`src/rtl/alu_pkg.sv`:
```
// Shared ALU definitions: mode encoding, flag bit positions and per-mode
// writeback rules used by the issue controller.
package alu_pkg;

    typedef enum logic [3:0] {
        MODE_NOP     = 4'd0,
        MODE_MOV     = 4'd1,
        MODE_CMP     = 4'd2,
        MODE_TEST    = 4'd3,
        MODE_SHL     = 4'd4,
        MODE_SHR     = 4'd5,
        MODE_ADD     = 4'd6,
        MODE_ADC     = 4'd7,
        MODE_SUB     = 4'd8,
        MODE_SBB     = 4'd9,
        MODE_MUL     = 4'd10,
        MODE_AND     = 4'd11,
        MODE_OR      = 4'd12,
        MODE_XOR     = 4'd13,
        MODE_NOT     = 4'd14,
        MODE_ILLEGAL = 4'd15
    } alu_mode_e;

    localparam int FLAG_Z = 7;
    localparam int FLAG_S = 6;
    localparam int FLAG_C = 5;
    localparam int FLAG_V = 4;

    function automatic logic [7:0] flag_write_mask(input logic [3:0] mode);
        logic [7:0] mask;
        mask = '0;
        case (mode)
            MODE_CMP, MODE_TEST, MODE_ADD, MODE_ADC, MODE_SUB, MODE_SBB,
            MODE_AND, MODE_OR, MODE_XOR, MODE_NOT: begin
                mask[FLAG_Z] = 1'b1;
                mask[FLAG_S] = 1'b1;
                mask[FLAG_C] = 1'b1;
                mask[FLAG_V] = 1'b1;
            end
            MODE_MUL: mask[FLAG_Z] = 1'b1;
            default:  mask = '0;
        endcase
        return mask;
    endfunction

    // Compare-style ops, NOP and the illegal code return zero instead of the ALU output.
    function automatic logic mode_writes_result(input logic [3:0] mode);
        logic wr;
        case (mode)
            MODE_NOP, MODE_CMP, MODE_TEST, MODE_ILLEGAL: wr = 1'b0;
            default:                                     wr = 1'b1;
        endcase
        return wr;
    endfunction

endpackage

```
`src/rtl/rr_arbiter2.sv`:
```
// Two-way round-robin arbiter; the pointer remembers the last served requester
// and only moves when the grant is actually accepted.
module rr_arbiter2 (
    input  logic       clk,
    input  logic       rst,
    input  logic [1:0] req,
    input  logic       accept,
    output logic [1:0] grant,
    output logic       owner
);

    logic last_q;

    always_comb begin
        grant = 2'b00;
        case (req)
            2'b01:   grant = 2'b01;
            2'b10:   grant = 2'b10;
            2'b11:   grant = last_q ? 2'b01 : 2'b10;
            default: grant = 2'b00;
        endcase
    end

    assign owner = grant[1];

    always_ff @(posedge clk or posedge rst) begin
        if (rst) begin
            last_q <= 1'b0;
        end else if (accept) begin
            last_q <= owner;
        end
    end

endmodule

```
`src/rtl/alu_issue_ctrl.sv`:
```
// Issue controller for the combinational ALU: arbitrates two requesters, drives
// the ALU for one cycle, captures result/flags and returns them via valid/ready.
module alu_issue_ctrl
    import alu_pkg::*;
#(
    parameter int WORD_SIZE = 8,
    parameter int TAG_WIDTH = 2
) (
    input  logic                      clk,
    input  logic                      rst,
    input  logic [1:0]                req_valid,
    output logic [1:0]                req_ready,
    input  logic [1:0][3:0]           req_mode,
    input  logic [1:0][WORD_SIZE-1:0] req_a,
    input  logic [1:0][WORD_SIZE-1:0] req_b,
    input  logic [1:0][TAG_WIDTH-1:0] req_tag,
    output logic [1:0]                resp_valid,
    input  logic [1:0]                resp_ready,
    output logic [WORD_SIZE-1:0]      resp_data,
    output logic [7:0]                resp_flags,
    output logic [TAG_WIDTH-1:0]      resp_tag,
    output logic                      resp_err,
    output logic [3:0]                alu_mode,
    output logic [WORD_SIZE-1:0]      alu_a,
    output logic [WORD_SIZE-1:0]      alu_b,
    output logic                      alu_carry_in,
    input  logic [WORD_SIZE-1:0]      alu_result,
    input  logic [7:0]                alu_flags,
    output logic [7:0]                flags_q,
    input  logic                      flags_clr
);

    localparam logic [1:0] ST_IDLE = 2'd0;
    localparam logic [1:0] ST_EXEC = 2'd1;
    localparam logic [1:0] ST_RESP = 2'd2;

    logic [1:0]           state_q;
    logic [3:0]           issue_mode_q;
    logic [TAG_WIDTH-1:0] issue_tag_q;
    logic                 owner_q;

    logic [1:0]           grant;
    logic                 grant_owner;
    logic                 accept;
    logic                 resp_hs;
    logic [7:0]           wmask;
    logic [7:0]           flags_next;
    logic [WORD_SIZE-1:0] data_next;

    rr_arbiter2 u_arb (
        .clk    (clk),
        .rst    (rst),
        .req    (req_valid),
        .accept (accept),
        .grant  (grant),
        .owner  (grant_owner)
    );

    assign req_ready    = (state_q == ST_IDLE) ? grant : 2'b00;
    assign accept       = (state_q == ST_IDLE) && |(req_valid & grant);
    assign resp_valid   = (state_q == ST_RESP) ? (owner_q ? 2'b10 : 2'b01) : 2'b00;
    assign resp_hs      = (state_q == ST_RESP) && resp_ready[owner_q];
    assign alu_carry_in = flags_q[FLAG_C];

    // MOV returns the second operand straight from the issue register.
    always_comb begin
        wmask      = flag_write_mask(issue_mode_q);
        flags_next = (flags_q & ~wmask) | (alu_flags & wmask);
        if (issue_mode_q == MODE_MOV) begin
            data_next = alu_b;
        end else if (mode_writes_result(issue_mode_q)) begin
            data_next = alu_result;
        end else begin
            data_next = '0;
        end
    end

    always_ff @(posedge clk or posedge rst) begin
        if (rst) begin
            state_q      <= ST_IDLE;
            issue_mode_q <= '0;
            issue_tag_q  <= '0;
            owner_q      <= 1'b0;
            alu_mode     <= '0;
            alu_a        <= '0;
            alu_b        <= '0;
            resp_data    <= '0;
            resp_flags   <= '0;
            resp_tag     <= '0;
            resp_err     <= 1'b0;
        end else begin
            case (state_q)
                ST_IDLE: begin
                    if (accept) begin
                        issue_mode_q <= req_mode[grant_owner];
                        issue_tag_q  <= req_tag[grant_owner];
                        owner_q      <= grant_owner;
                        alu_mode     <= (req_mode[grant_owner] == MODE_ILLEGAL) ? 4'd0 : req_mode[grant_owner];
                        alu_a        <= req_a[grant_owner];
                        alu_b        <= req_b[grant_owner];
                        state_q      <= ST_EXEC;
                    end
                end
                ST_EXEC: begin
                    resp_data  <= data_next;
                    resp_flags <= flags_next;
                    resp_tag   <= issue_tag_q;
                    resp_err   <= (issue_mode_q == MODE_ILLEGAL);
                    state_q    <= ST_RESP;
                end
                ST_RESP: begin
                    if (resp_hs) begin
                        alu_mode <= '0;
                        state_q  <= ST_IDLE;
                    end
                end
                default: state_q <= ST_IDLE;
            endcase
        end
    end

    // The EXEC capture takes precedence over a simultaneous clear.
    always_ff @(posedge clk or posedge rst) begin
        if (rst) begin
            flags_q <= '0;
        end else if (state_q == ST_EXEC) begin
            flags_q <= flags_next;
        end else if (flags_clr) begin
            flags_q <= '0;
        end
    end

endmodule

```
`config.mk`:
```
export PLATFORM = sky130hd
export DESIGN_NAME = alu_issue_ctrl
export DESIGN_NICKNAME = d
export VERILOG_FILES = /design/src/rtl/alu_pkg.sv /design/src/rtl/rr_arbiter2.sv /design/src/rtl/alu_issue_ctrl.sv
export SDC_FILE = /design/constraint.sdc
export NUM_CORES = 1
export LEC_CHECK = 0
export CAP_MARGIN = 25
export CORE_ASPECT_RATIO = 0.75
export CORE_UTILIZATION = 40
export DETAILED_ROUTE_END_ITERATION = 6
export GPL_TIMING_DRIVEN = 0
export HOLD_SLACK_MARGIN = 0.05
export PLACE_DENSITY = 0.8
export SYNTH_ARGS = -nofsm -noshare
export SYNTH_HDL_FRONTEND = slang
export SYNTH_HIERARCHICAL = 1
export SYNTH_SLANG_ARGS = --single-unit
```
`constraint.sdc`:
```
create_clock -name clk -period 2.02 [get_ports clk]
set_input_delay 0.303 -clock clk [delete_from_list [all_inputs] [get_ports clk]]
set_output_delay 0.303 -clock clk [all_outputs]
set_load 0.03 [all_outputs]
```
==> results.sh <==
export IMPL_run_status="finished, final reports clean"
export IMPL_time_the_final_worst_path_needs_with_i_o_delays_and_setup_ns=1.88
export IMPL_worst_setup_path_type="primary input to flop"
export IMPL_setup_violations_final=0
export IMPL_asyncSetResetFlopFracSynth_pct=100
export IMPL_layout_area_growth_over_synthesis_pct=52.5
export IMPL_synth_top_cells_by_area="dfrtp_1, mux2i_1, nor2_1"
export IMPL_cts_setup_buffers=0
export IMPL_worstPathBufferInverterCount=2
export IMPL_synthesis_instances=233
export IMPL_power_ir_vdd_worst_v=0.000584
export IMPL_yosysTopAreaCell="dfrtp_1"
export IMPL_route_detailed_drc=0
export IMPL_die_height_um=69.3
export IMPL_wire_length_of_the_first_global_routing_pass_um=10500
export IMPL_timing_critical_path_from_type="primary input"
export IMPL_vias_per_cell=4.97
export IMPL_non_filler_cells_final=432
export IMPL_fin_total_pwr_w=0.00545
export IMPL_cts_htree_levels=2
export IMPL_worst_hold_slack_ns=0.184
export IMPL_worstPathRequired_ns=2.21
export IMPL_finalNetCount=420
export IMPL_cp_data_arrival_time_ns=2.07
export IMPL_post_place_cells=425
export IMPL_ctsHoldBuffers=0
export IMPL_drtIter0Drc=66
export IMPL_fillers=494
export IMPL_post_drt_wl_per_cell_um=14.5
export IMPL_width_of_the_die_um=91.7
export IMPL_share_of_cells_above_drive_strength_1_pct=13.8
export IMPL_floorplan_initialDensity_pct=41.5
export IMPL_core_area_sq_um=5830
export IMPL_final_max_slew_viol_count=0
export IMPL_overflow=0
export IMPL_tritoncts="yes"
export IMPL_power_per_cell_area_nw_per_um2=1480
export IMPL_pin_count=119
export IMPL_ctsRootBufferMaster="clkbuf_8"
export IMPL_critPathMaxFanout=19
export IMPL_max_freq_ghz=0.531
export IMPL_static_power_due_to_leakage_nw=1.60
export IMPL_antenna_diode_count=0
export IMPL_number_of_antenna_violations_at_the_first_check_in_global_routing=0
export IMPL_critical_path_slowest_cell="clkdlybuf4s50_1"
export IMPL_clock_tree_buffer_depth=2
export IMPL_final_hold_violation_count=0
export IMPL_fin_worst_skew_ns=0.00762
export IMPL_grt_total_usage_pct=21.0
export IMPL_yosys_warnings=6
export IMPL_dp_hpwl_um=4810
export IMPL_critical_path_cell_chain="clkdlybuf4s50_1, a21boi_0, a22oi_1, nor3_2, buf_6, mux2_2"
export IMPL_dp_worst_setup_slack_ns=-0.283
export IMPL_synth_top_area_share_pct=50.8
export IMPL_post_synth_num_cell_types=33
export IMPL_syn_mean_instance_area_sq_um=10.4
export IMPL_cts_clk_slew_worst_paths_ns=0.08
export IMPL_detail_route_antenna_nets=0
export IMPL_min_period_over_period_pct=93.2
export IMPL_first_global_vias=2268
export IMPL_drv_cap=0
export IMPL_cts_buffers_inserted=5
export IMPL_cts_sinks=49
export IMPL_synth_cells_most_frequent="dfrtp_1, nor2_1, nand2_1, a21oi_1, mux2i_1"
export IMPL_synth_enable_flop_cells=0
export IMPL_gp_congestion=0.747
export IMPL_num_vias=2147
export IMPL_row_count=24
export IMPL_route_final_wire_length_um=6260
export IMPL_critPathCaptureType="flop"
export IMPL_synth_area_sq_um=2420
export IMPL_worstSkewPairLatency_ns=0.30
export IMPL_rsz0062_at_grt="false"
export IMPL_dr_pass1_iters=5
export IMPL_portBuffers=106
export IMPL_synth_flop_cell="dfrtp_1"
export IMPL_cpPeakStageDelay_ns=0.51
export IMPL_die_area_sq_um=6360
export IMPL_synth_seq_area_share_pct=50.8
export IMPL_synth_seq_cells=49
export IMPL_finalWorstSetupSlack_ns=0.138
export IMPL_post_synth_top_count_cell="dfrtp_1"
export IMPL_grt_max_degree=40
export IMPL_path_delay_family="buffers and inverters"
export IMPL_hold_path_class="primary input to async pin"
## where the power goes
group / switching [W] / internal (W)
clock: 0.000310 / 0.000247
sequential: 0.000344 / 0.00145
combinational: 0.00176 / 0.00134
total: 0.00241 / 0.00304
## cells in the final DEF (no fill, tap or decap), types with 2 or more instances in the layout
cell and instances:
clkdlybuf4s50_1 102, dfrtp_1 49, nor2_1 37, nand2_1 23, a21oi_1 20, mux2i_1 19, buf_4 11, mux2_2 9
a221oi_1 8, o21ai_0 8, conb_1 8, buf_2 7, nand3_1 7, clkbuf_8 5, buf_6 4, inv_1 4
a32o_1 4, clkbuf_1 3, nor3_1 2, nor3b_1 2, dlygate4sd2_1 2, clkbuf_2 2
## worst paths after layout
kind	depth (start not counted)	to	startpoint	slack, ns
hold reg to reg	2	resp_tag[0]	issue_tag_q[0]	0.48
min in group clk	2	resp_tag[0]	issue_tag_q[0]	0.48
setup / recovery	6	issue_mode_q[2]	req_valid[0]	0.14
hold / removal	2	u_arb/last_q	rst	0.18
max in group asynchronous	3	alu_a[5]	rst	1.27
setup reg to reg	6	issue_mode_q[2]	u_arb/last_q	0.25
## timing repair
| action | CTS | global route |
|---|---|---|
| pin swaps | 0 | 1 |
| endpoints found under the setup margin | 4 | 3 |
| gates resized for setup | 5 | 6 |
## per-stage QoR
| step | utilization [%] | area (sq um) | setup TNS [ns] |
|---|---|---|---|
| 2_1_floorplan | - | 2440 | 0 |
| 3_3_place_gp | 61.8 | 3600 | -20.81 |
| 3_5_place_dp | 62.2 | 3620 | -1.85 |
| 4_1_cts | 63.5 | 3700 | 0 |
| 5_1_grt | 63.3 | 3680 | 0 |
| 6_report | 63.3 | 3680 | 0 |
## cell type report
| cell class | instances | area [sq um] | share of cell area, % |
|---|---|---|---|
| clock buffer | 8 | 80.1 | 2.17 |
| sequential | 49 | 1230 | 33.3 |
| buffer | 22 | 163 | 4.41 |
| tap | 78 | 97.6 | 2.65 |
| timing repair buffer | 107 | 1070 | 29.0 |
| inverter | 5 | 18.8 | 0.509 |
| multi-input combinational | 163 | 1030 | 28.0 |
## registers in the layout, indices dropped and copies added, names as in the netlist
signal        cells
issue_tag_q       2
owner_q           1
resp_flags        4
flags_q           4
issue_mode_q      4
alu_mode          4
state_q           2
alu_a             8
resp_data         8
alu_b             8
u_arb/last_q      1
resp_tag          2
resp_err          1
## routing by layer
layer,vias to the layer above,GRT usage [%],routed length (um)
met5,-,0,0
met4,0,6.25,70
met3,8,7.57,558
met2,82,36.3,3090
met1,1024,24.6,2540
li1,1033,-,-
## kinds of logic after synthesis
group	share of synthesized area, %
xor gates and xnor gates	0.363
buffers and inverters	7.66
DFF	50.8
and+or+nand+nor	14.7
AOI/OAI and AO/OA	13.7
muxes	12.7
other	0.155
Power figures use the tool's default switching activity.
